--- config.mk ---
export PLATFORM = sky130hd
export DESIGN_NAME = spi_cfg_uploader
export DESIGN_NICKNAME = d
export VERILOG_FILES = /design/src/rtl/spi_cfg_uploader.sv
export SDC_FILE = /design/constraint.sdc
export NUM_CORES = 1
export LEC_CHECK = 0
export CAP_MARGIN = 20
export CORE_AREA = 8 8 85 87
export DETAILED_ROUTE_END_ITERATION = 7
export DIE_AREA = 0 0 93 95
export PLACE_DENSITY = 0.87
export REMOVE_ABC_BUFFERS = 1
export SETUP_SLACK_MARGIN = 0.2
export SKIP_CTS_REPAIR_TIMING = 1
export SLEW_MARGIN = 10
export SYNTH_ARGS = -nofsm -noshare
export SYNTH_HDL_FRONTEND = slang
export SYNTH_SLANG_ARGS = --single-unit
--- constraint.sdc ---
create_clock -name clock_40 -period 2.8 [get_ports clock_40]
set_input_delay 0.28 -clock clock_40 [delete_from_list [all_inputs] [get_ports clock_40]]
set_output_delay 0.28 -clock clock_40 [all_outputs]
set_load 0.1 [all_outputs]
--- src/rtl/spi_cfg_uploader.sv ---
// SPI configuration uploader: streams {addr,data} words fetched from an external table to the sensor over 3-wire SPI.
// Defining SPI_CFG_VERIFY_EN adds a read-back frame after every write and compares spi_miso with the table value.
module spi_cfg_uploader #(
    parameter int ADDR_W   = 4,
    parameter int DATA_W   = 12,
    parameter int NUM_REGS = 16,
    parameter int CNT_W    = 5,
    parameter int CLK_DIV  = 2,
    parameter int GAP_CYC  = 4
) (
    input  logic              clock_40,
    input  logic              rst_n,
    input  logic              start,
    input  logic [CNT_W-1:0]  nrg,
    output logic [CNT_W-2:0]  tbl_idx,
    input  logic [ADDR_W-1:0] tbl_addr,
    input  logic [DATA_W-1:0] tbl_data,
`ifdef SPI_CFG_VERIFY_EN
    input  logic              spi_miso,
    output logic              vfy_err,
    output logic [CNT_W-2:0]  vfy_idx,
`endif
    output logic              spi_clk,
    output logic              spi_en,
    output logic              spi_dat,
    output logic              busy,
    output logic [CNT_W-1:0]  reg_cnt,
    output logic              cfg_done
);

    localparam int WR_BITS = ADDR_W + DATA_W;
`ifdef SPI_CFG_VERIFY_EN
    localparam int SR_W = WR_BITS + 1;
    localparam logic [7:0] RD_LAST    = 8'(SR_W - 1);
    localparam logic [7:0] DATA_FIRST = 8'(ADDR_W + 1);
`else
    localparam int SR_W = WR_BITS;
`endif
    localparam logic [15:0]      DIV_LAST = 16'(CLK_DIV - 1);
    localparam logic [15:0]      GAP_LAST = 16'(GAP_CYC - 1);
    localparam logic [7:0]       WR_LAST  = 8'(WR_BITS - 1);
    localparam logic [CNT_W-1:0] MAX_REGS = CNT_W'(NUM_REGS);

    typedef enum logic [3:0] {
        S_IDLE, S_FETCH1, S_FETCH2, S_SETUP, S_SHIFT_HI, S_SHIFT_LO, S_END, S_GAP, S_DONE
    } state_t;

    state_t            r_state;
    logic              r_startD;
    logic [15:0]       r_div;
    logic [7:0]        r_bit;
    logic [7:0]        r_lastBit;
    logic [SR_W-1:0]   r_sr;
    logic [CNT_W-1:0]  r_nTgt;
    logic [CNT_W-1:0]  r_regCnt;
    logic [CNT_W-2:0]  r_tblIdx;
    logic              r_spiClk;
    logic              r_spiEn;
    logic              r_spiDat;
    logic              r_busy;
    logic              r_cfgDone;

    logic [CNT_W-1:0]  w_nTgt;
    logic [SR_W-1:0]   w_wrWord;
    logic              w_divEnd;
    logic              w_gapEnd;
    logic              w_pairDone;

`ifdef SPI_CFG_VERIFY_EN
    logic              r_rd;
    logic [ADDR_W-1:0] r_addr;
    logic [DATA_W-1:0] r_exp;
    logic              r_vfyErr;
    logic [CNT_W-2:0]  r_vfyIdx;

    assign w_wrWord   = {tbl_addr, tbl_data, 1'b0};
    assign w_pairDone = r_rd;
    assign vfy_err    = r_vfyErr;
    assign vfy_idx    = r_vfyIdx;
`else
    assign w_wrWord   = {tbl_addr, tbl_data};
    assign w_pairDone = 1'b1;
`endif

    assign w_nTgt   = (nrg == '0 || nrg > MAX_REGS) ? MAX_REGS : nrg;
    assign w_divEnd = (r_div == DIV_LAST);
    assign w_gapEnd = (r_div == GAP_LAST);

    assign tbl_idx  = r_tblIdx;
    assign spi_clk  = r_spiClk;
    assign spi_en   = r_spiEn;
    assign spi_dat  = r_spiDat;
    assign busy     = r_busy;
    assign reg_cnt  = r_regCnt;
    assign cfg_done = r_cfgDone;

    // start_d resets high so a start line held high through reset needs a fresh rising edge.
    always_ff @(posedge clock_40) begin
        if (!rst_n) begin
            r_state   <= S_IDLE;
            r_startD  <= 1'b1;
            r_div     <= '0;
            r_bit     <= '0;
            r_lastBit <= WR_LAST;
            r_sr      <= '0;
            r_nTgt    <= '0;
            r_regCnt  <= '0;
            r_tblIdx  <= '0;
            r_spiClk  <= 1'b0;
            r_spiEn   <= 1'b1;
            r_spiDat  <= 1'b0;
            r_busy    <= 1'b0;
            r_cfgDone <= 1'b0;
`ifdef SPI_CFG_VERIFY_EN
            r_rd      <= 1'b0;
            r_addr    <= '0;
            r_exp     <= '0;
            r_vfyErr  <= 1'b0;
            r_vfyIdx  <= '0;
`endif
        end else begin
            r_startD <= start;
            r_div    <= r_div + 16'd1;
            if (!start && r_state != S_IDLE && r_state != S_DONE) begin
                r_state   <= S_IDLE;
                r_spiEn   <= 1'b1;
                r_spiClk  <= 1'b0;
                r_spiDat  <= 1'b0;
                r_busy    <= 1'b0;
                r_cfgDone <= 1'b0;
            end else begin
                case (r_state)
                    S_IDLE: begin
                        if (start && !r_startD) begin
                            r_nTgt   <= w_nTgt;
                            r_tblIdx <= '0;
                            r_regCnt <= '0;
                            r_busy   <= 1'b1;
                            r_state  <= S_FETCH1;
`ifdef SPI_CFG_VERIFY_EN
                            r_vfyErr <= 1'b0;
`endif
                        end
                    end
                    S_FETCH1: r_state <= S_FETCH2;
                    S_FETCH2: begin
                        r_sr      <= w_wrWord;
                        r_spiEn   <= 1'b0;
                        r_spiDat  <= tbl_addr[ADDR_W-1];
                        r_div     <= '0;
                        r_bit     <= '0;
                        r_lastBit <= WR_LAST;
                        r_state   <= S_SETUP;
`ifdef SPI_CFG_VERIFY_EN
                        r_rd      <= 1'b0;
                        r_addr    <= tbl_addr;
                        r_exp     <= tbl_data;
`endif
                    end
                    S_SETUP: begin
                        if (w_divEnd) begin
                            r_spiClk <= 1'b1;
                            r_div    <= '0;
                            r_state  <= S_SHIFT_HI;
                        end
                    end
                    S_SHIFT_HI: begin
`ifdef SPI_CFG_VERIFY_EN
                        if (r_rd && r_div == '0 && r_bit >= DATA_FIRST) begin
                            r_exp <= r_exp << 1;
                            if (spi_miso != r_exp[DATA_W-1] && !r_vfyErr) begin
                                r_vfyErr <= 1'b1;
                                r_vfyIdx <= r_tblIdx;
                            end
                        end
`endif
                        if (w_divEnd) begin
                            r_spiClk <= 1'b0;
                            r_sr     <= r_sr << 1;
                            r_spiDat <= r_sr[SR_W-2];
                            r_div    <= '0;
                            r_state  <= S_SHIFT_LO;
                        end
                    end
                    // The last bit also gets its full low phase before END, giving 2*CLK_DIV clocks per bit.
                    S_SHIFT_LO: begin
                        if (w_divEnd) begin
                            r_div <= '0;
                            if (r_bit == r_lastBit) begin
                                r_state <= S_END;
                            end else begin
                                r_bit    <= r_bit + 8'd1;
                                r_spiClk <= 1'b1;
                                r_state  <= S_SHIFT_HI;
                            end
                        end
                    end
                    S_END: begin
                        if (w_divEnd) begin
                            r_spiEn  <= 1'b1;
                            r_spiDat <= 1'b0;
                            r_div    <= '0;
                            r_state  <= S_GAP;
                            if (w_pairDone) begin
                                r_regCnt <= r_regCnt + CNT_W'(1);
                            end
                        end
                    end
                    S_GAP: begin
                        if (w_gapEnd) begin
                            r_div <= '0;
`ifdef SPI_CFG_VERIFY_EN
                            if (!r_rd) begin
                                r_rd      <= 1'b1;
                                r_sr      <= {1'b1, r_addr, {DATA_W{1'b0}}};
                                r_spiEn   <= 1'b0;
                                r_spiDat  <= 1'b1;
                                r_bit     <= '0;
                                r_lastBit <= RD_LAST;
                                r_state   <= S_SETUP;
                            end else
`endif
                            if (r_regCnt == r_nTgt) begin
                                r_busy    <= 1'b0;
                                r_cfgDone <= 1'b1;
                                r_state   <= S_DONE;
                            end else begin
                                r_tblIdx <= r_tblIdx + (CNT_W-1)'(1);
                                r_state  <= S_FETCH1;
                            end
                        end
                    end
                    S_DONE: begin
                        if (!start) begin
                            r_cfgDone <= 1'b0;
                            r_state   <= S_IDLE;
                        end
                    end
                    default: r_state <= S_IDLE;
                endcase
            end
        end
    end

endmodule

==> results of run 1 <==
worst paths after layout:
| kind | slack, ns | cells past startpoint | endpoint | start |
|---|---|---|---|---|
| min | 0.45 | 2 | cfg_done | cfg_done |
| max | 0.40 | 6 | r_bit[7] | r_div[0] |
| max reg2reg | 0.40 | 6 | r_bit[7] | r_div[0] |
| min reg2reg | 0.45 | 2 | cfg_done | cfg_done |
cell usage after synthesis, drive strengths merged (3+ instances only):
cell type	n
nor2	35
nor4	4
a21oi	37
nand3b	4
clkbuf	11
dfxtp	63
nand4	7
o21ai	8
xor2	5
or3	3
o31ai	8
nand2	54
a211oi	8
inv	10
ha	6
and3	4
mux2i	5
nand3	15
nand2b	6
nor3	7
or4	9
buf	9
nor3b	6
a311oi	14
xnor2	17
layout make-up:
cell class | instances | area share [%]
Multi-Input combinational cell | 286 | 47.7
Sequential cell | 63 | 33.4
Timing Repair Buffer | 48 | 11.1
Clock buffer | 14 | 4.05
Tap cell | 75 | 2.49
Inverter | 11 | 1.09
Clock inverter | 1 | 0.133
where the power goes:
group	switching, mW	internal (mW)	total, mW
clock	0.331	0.341	0.672
combinational	0.444	0.279	0.723
sequential	0.101	0.997	1.10
per-stage QoR:
step	hold slack [ns]	power, mW	util (%)
after global placement	0.444	1.78	61.8
after CTS	0.455	2.47	64.5
after detailed placement	0.445	1.81	61.8
after global routing	0.463	2.63	64.8
after floorplan	0.349	1.59	-
final	0.454	2.49	64.8
routing by layer:
| layer | vias up | wire (um) | part of all wire (%) | global-route usage (%) |
|---|---|---|---|---|
| li1 | 1454 | - | - | - |
| met1 | 1384 | 3480 | 46 | 21.6 |
| met2 | 69 | 3550 | 47 | 29.4 |
| met3 | 12 | 325 | 4.3 | 3.33 |
| met4 | 0 | 153 | 2.0 | 9.13 |
| met5 | - | 0 | 0 | 0 |
logic make-up (layout without fill, tap and decap cells):
logic type / after synthesis / count (layout) / share of synthesized area (%)
buffers and inverters: 31 / 74 / 4.43
XOR/XNOR: 22 / 22 / 6.04
flip-flops: 63 / 63 / 39.5
AND/OR/NAND/NOR: 165 / 165 / 27.3
adder cells (fa/ha/maj): 6 / 6 / 2.35
AO/OA/AOI/OAI: 88 / 88 / 18.8
multiplexers: 5 / 5 / 1.57
state kept, by name (all words and copies together), names as in the netlist, 4 cells and up:
signal	cells
r_div	16
r_sr	15
r_bit	8
r_nTgt	5
reg_cnt	5
r_state	4
tbl_idx	4
worst register-to-register path, cell delays in order, from the launching register on:
cell	delay (ns)
dfxtp_1	0.40
ha_1	0.18
nor3b_1	0.27
nand4_2	0.37
o21a_1	0.45
or4_1	0.52
a21oi_1	0.15
==> impl_metrics.ini, run 1 <==
[outcome]
status = completed

[placed_design]
gp_congestion = 0.831
dp.cells = 482
port_buffers = 37
placed_area_um2 = 3590
place_ws_ns = 0.415
hpwl_um = 5190

[sta]
worst_pin_slew_ns = 0.611
setup_violations = 0
setup_tns_ns = 0
slew_violations = 0
setup_slack_ns = 0.398
grt_setup_unrepaired = true
max_clock_freq_ghz = 0.416
period_needed_ns = 2.40
finalClockSkew_ns = 0.00559
finalCritPeriodShare_pct = 85.8
hold_violations = 0
slew_headroom_pct = 58.2

[synth]
yosysSeqAreaShare_pct = 39.5
synth_cells = 380
synth_area_um2 = 3190
synth_top_area_cell = dfxtp_1
synth_edf_count = 0
async_reset_ff_share_pct = 0
synth_top_area_share_pct = 39.5
ys_ff_latch = 63
synth.area.top_cells = dfxtp_1 40%, nand2_1 6.4%, a21oi_1 5.8%
yosys_warnings = 0
syn_area_per_cell_um2 = 8.40
ys_dominant_reg_cell = dfxtp_1
synth.distinct_cells = 54

[clock_tree]
clk_path_buf_depth = 2
cts.sinks = 63
cts_made_buffers = 9
cts_tree = built
insertion_delay_ns = 0.34
root_buffer = clkbuf_8
cts_htree_levels = 3
clk_pin_slew_worst_paths_ns = 0.07

[cells_and_area]
antenna_cells = 0
nNetsFinal = 449
regArea_um2 = 1260
multi_input_area_um2 = 1800
areaGrowthSynthToFinish_pct = 18.2
final_area_um2 = 3770
mostFrequentLayoutCell = dfxtp_1
drive_gt1_share_pct = 10.9
instances_no_fill = 498
fill_cells = 516
layout_common_cells = 63 x dfxtp_1, 54 x nand2_1, 37 x a21oi_1, 35 x nor2_1, 25 x buf_4

[global_routing]
grt_first_pass_wirelength_um = 13000
grt_usage_pct = 17.8
grt_max_degree = 19
grt-ovfl-total = 0
grt_pass1_vias = 2842
antenna_found_initial = 0

[worst_setup_path]
critPathTopFamily = simple AND/OR/NAND/NOR gates
path_buf_inv = 0
critical_path_class = reg -> reg
crit_chain = ha_1, nor3b_1, nand4_2, o21a_1, or4_1, a21oi_1
arrival_ns = 2.67
start_kind = register
cp_slowest_cell = or4_1
cp_max_fo = 13
slowest_delay_ns = 0.51
critPathRequiredTime_ns = 3.07
cp-end-kind = register

[drt]
first_pass_iters = 4
wl_per_cell_um = 15.1
num_vias = 2919
drc = 0
dr.first_iter.drc_count = 193
wl_um = 7510
ant_nets = 0
vias_per_cell = 5.86

[die]
initial_core_util_pct = 54.9
die_area_um2 = 8840
core_area_um2 = 5820
die_h_um = 95
rows = 28
fp.dieW_um = 93
io_pins = 38

[hold_path]
hold_path_class = reg -> reg

[pwr]
power.leakage_nw = 1.31
irDropWorstVdd_uv = 394
power_density_nw_per_um2 = 661

[run]
cap_violations = 0
No activity file was read; power rests on OpenSTA's default activity.
==> inputs of run 2 (changes only) <==
--- a/config.mk
+++ b/config.mk
@@ -5,10 +5,11 @@
 export SDC_FILE = /design/constraint.sdc
 export NUM_CORES = 1
 export LEC_CHECK = 0
+export ABC_AREA = 1
 export CAP_MARGIN = 20
-export CORE_AREA = 8 8 85 87
+export CORE_AREA = 8 8 88 90
 export DETAILED_ROUTE_END_ITERATION = 7
-export DIE_AREA = 0 0 93 95
+export DIE_AREA = 0 0 96 98
 export PLACE_DENSITY = 0.87
 export REMOVE_ABC_BUFFERS = 1
 export SETUP_SLACK_MARGIN = 0.2
==> run 2 against run 1 <==
  * Count of clock-buffer cells in the layout fell by 1
  * Flip-flop and latch count unchanged
  * Final area is 7.6% higher
  * Critical path depth rose by 2
  * Routed wire length grew 5.8%
  * Clock power up 24%
  * Area after synthesis rose by 8.0%
  * Final cell count rose by 34%
  * Via count increased by 19%
  * Register-to-register slack better by 0.31 ns
  * First-iteration DRC count decreased by 3.6%
  * Critical endpoint is now r_sr[5]
  * Largest cell class unchanged
  * Largest power group unchanged
==> impl_metrics.ini, run 2 <==
[global_routing]
grt_usage_pct = 17.8
antenna_found_initial = 0
grt-ovfl-total = 0
grt_pass1_vias = 3182
grt_max_degree = 25
grt_first_pass_wirelength_um = 13600

[die]
initial_core_util_pct = 53.1
die_h_um = 98
rows = 30
io_pins = 38
core_area_um2 = 6490
fp.dieW_um = 96
die_area_um2 = 9410

[drt]
wl_per_cell_um = 11.9
ant_nets = 0
wl_um = 7950
dr.first_iter.drc_count = 186
drc = 0
vias_per_cell = 5.24
first_pass_iters = 4
num_vias = 3483

[synth]
syn_area_per_cell_um2 = 6.38
ys_ff_latch = 63
async_reset_ff_share_pct = 0
synth_area_um2 = 3450
synth_edf_count = 0
synth_top_area_share_pct = 36.6
synth_cells = 540
synth.distinct_cells = 35
yosysSeqAreaShare_pct = 36.6
synth.area.top_cells = dfxtp_1 37%, nand2_1 18%, nor2_1 7.8%
ys_dominant_reg_cell = dfxtp_1
yosys_warnings = 0
synth_common_cells = 169 x nand2_1, 72 x nor2_1, 63 x dfxtp_1, 53 x inv_1, 49 x nand3_1
post-synth-top-count-cell = nand2_1
synth_top_area_cell = dfxtp_1

[pwr]
pwr-share-seq_pct = 37.8
p_comb_share_pct = 33.8
clock_power_share_pct = 28.5
irDropWorstVdd_uv = 389
p_sw_share_pct = 38.6
intPower_mw = 1.79
power.leakage_nw = 1.78
power_density_nw_per_um2 = 720
switchingPower_mw = 1.13

[sta]
hold_violations = 0
setup_violations = 0
finalCritPeriodShare_pct = 74.7
worst_pin_slew_ns = 0.442
period_needed_ns = 2.09
finalClockSkew_ns = 0.00669
max_clock_freq_ghz = 0.478
slew_headroom_pct = 70.5
setup_tns_ns = 0
slew_violations = 0
grt_setup_unrepaired = false

[worst_setup_path]
arrival_ns = 2.32
cp-end-kind = register
cp-startpoint = r_div[14]
slowest_delay_ns = 0.44
cp_max_fo = 17
start_kind = register
crit_chain = nor2_1, nand2_1, nor2_1, nand2_1, nand2_1, nand2_2, o21ai_0, a21oi_1
r2r-start = r_div[14]
critPathRequiredTime_ns = 3.03
critPathTopFamily = simple AND/OR/NAND/NOR gates
cp_slowest_cell = nand2_1
path_buf_inv = 0
cp_common_cell = nand2_1
critical_path_class = reg -> reg

[cells_and_area]
mostFrequentLayoutCell = nand2_1
layout_common_cells = 169 x nand2_1, 72 x nor2_1, 63 x dfxtp_1, 53 x inv_1, 49 x nand3_1
antenna_cells = 0
regMostFlops = r_div
nNetsFinal = 610
utilization_pct = 62.5
areaGrowthSynthToFinish_pct = 17.8
drive_gt1_share_pct = 8.21
top_regs = r_div x16, r_sr x15, r_bit x8
largest_reg_flops = 16

[clock_tree]
insertion_delay_ns = 0.35
clk_path_buf_depth = 2
cts_made_buffers = 9
cts.sinks = 63
root_buffer = clkbuf_8
cts_tree = built
cts_htree_levels = 3
clk_pin_slew_worst_paths_ns = 0.07

[outcome]
status = completed

[hold_path]
hp-start = r_sr[14]
hold_path_class = reg -> reg

[run]
cap_violations = 0

[placed_design]
port_buffers = 37
gp_congestion = 0.949
hpwl_um = 5750
[run 2: path summary, 6_finish.rpt]
kind                            endpoint  slack [ns]  cells after the start
worst max register to register   r_sr[5]        0.71                      8
worst max-delay path             r_sr[5]        0.71                      8
worst min-delay path            r_sr[14]        0.46                      2
worst min register to register  r_sr[14]        0.46                      2
[run 2: metal layers]
layer | track usage, % | part of all wire (%)
met1 | 20.6 | 43
met5 | 0 | 0
met3 | 4.14 | 5.0
met4 | 8.52 | 2.0
met2 | 29.7 | 50
[run 2: cells by family (layout without fill, tap and decap cells)]
| logic type | count (synthesis) | after routing | synth area share (%) |
|---|---|---|---|
| and+or+nand+nor | 321 | 321 | 39.5 |
| AOI/OAI and AO/OA | 69 | 69 | 10.6 |
| buffers and inverters | 69 | 114 | 8.02 |
| DFF | 63 | 63 | 36.6 |
| xor gates and xnor gates | 12 | 12 | 3.05 |
| adders and majority gates | 6 | 6 | 2.18 |
[run 2: stage by stage]
stage	setup WS, ns	cells	hold slack [ns]	power (mW)	area [um^2]
3_5_place_dp	0.743	649	0.445	2.10	3850
3_3_place_gp	0.834	649	0.439	2.08	3850
6_report	0.709	665	0.456	2.92	4060
2_1_floorplan	0.619	528	0.349	1.86	3380
5_1_grt	0.430	665	0.485	3.11	4060
4_1_cts	0.726	665	0.455	2.94	4060
[run 2: final cells by class]
| cell class | instances | area [um^2] |
|---|---|---|
| Clock inverter | 3 | 40.0 |
| Sequential cell | 63 | 1260 |
| Multi-Input combinational cell | 408 | 1910 |
| Tap cell | 80 | 100 |
| Clock buffer | 13 | 169 |
| Inverter | 57 | 214 |
| Fill cell | 599 | 2440 |
| Timing Repair Buffer | 41 | 365 |
[run 2: worst min-delay path: cells and delay by family (launching register included)]
family                 cells  cell delay [ns]
DFF                        1             0.30
buffers and inverters      1             0.06
AOI/OAI and AO/OA          1             0.06
[run 2: power groups by stage]
stage | logic, mW | registers [mW] | clock network, mW
final | 0.986 | 1.10 | 0.831
after global routing | 1.10 | 1.12 | 0.889
after CTS | 0.986 | 1.10 | 0.849
after detailed placement | 0.981 | 1.12 | 0
after global placement | 0.960 | 1.12 | 0
after floorplan | 0.607 | 1.25 | 0
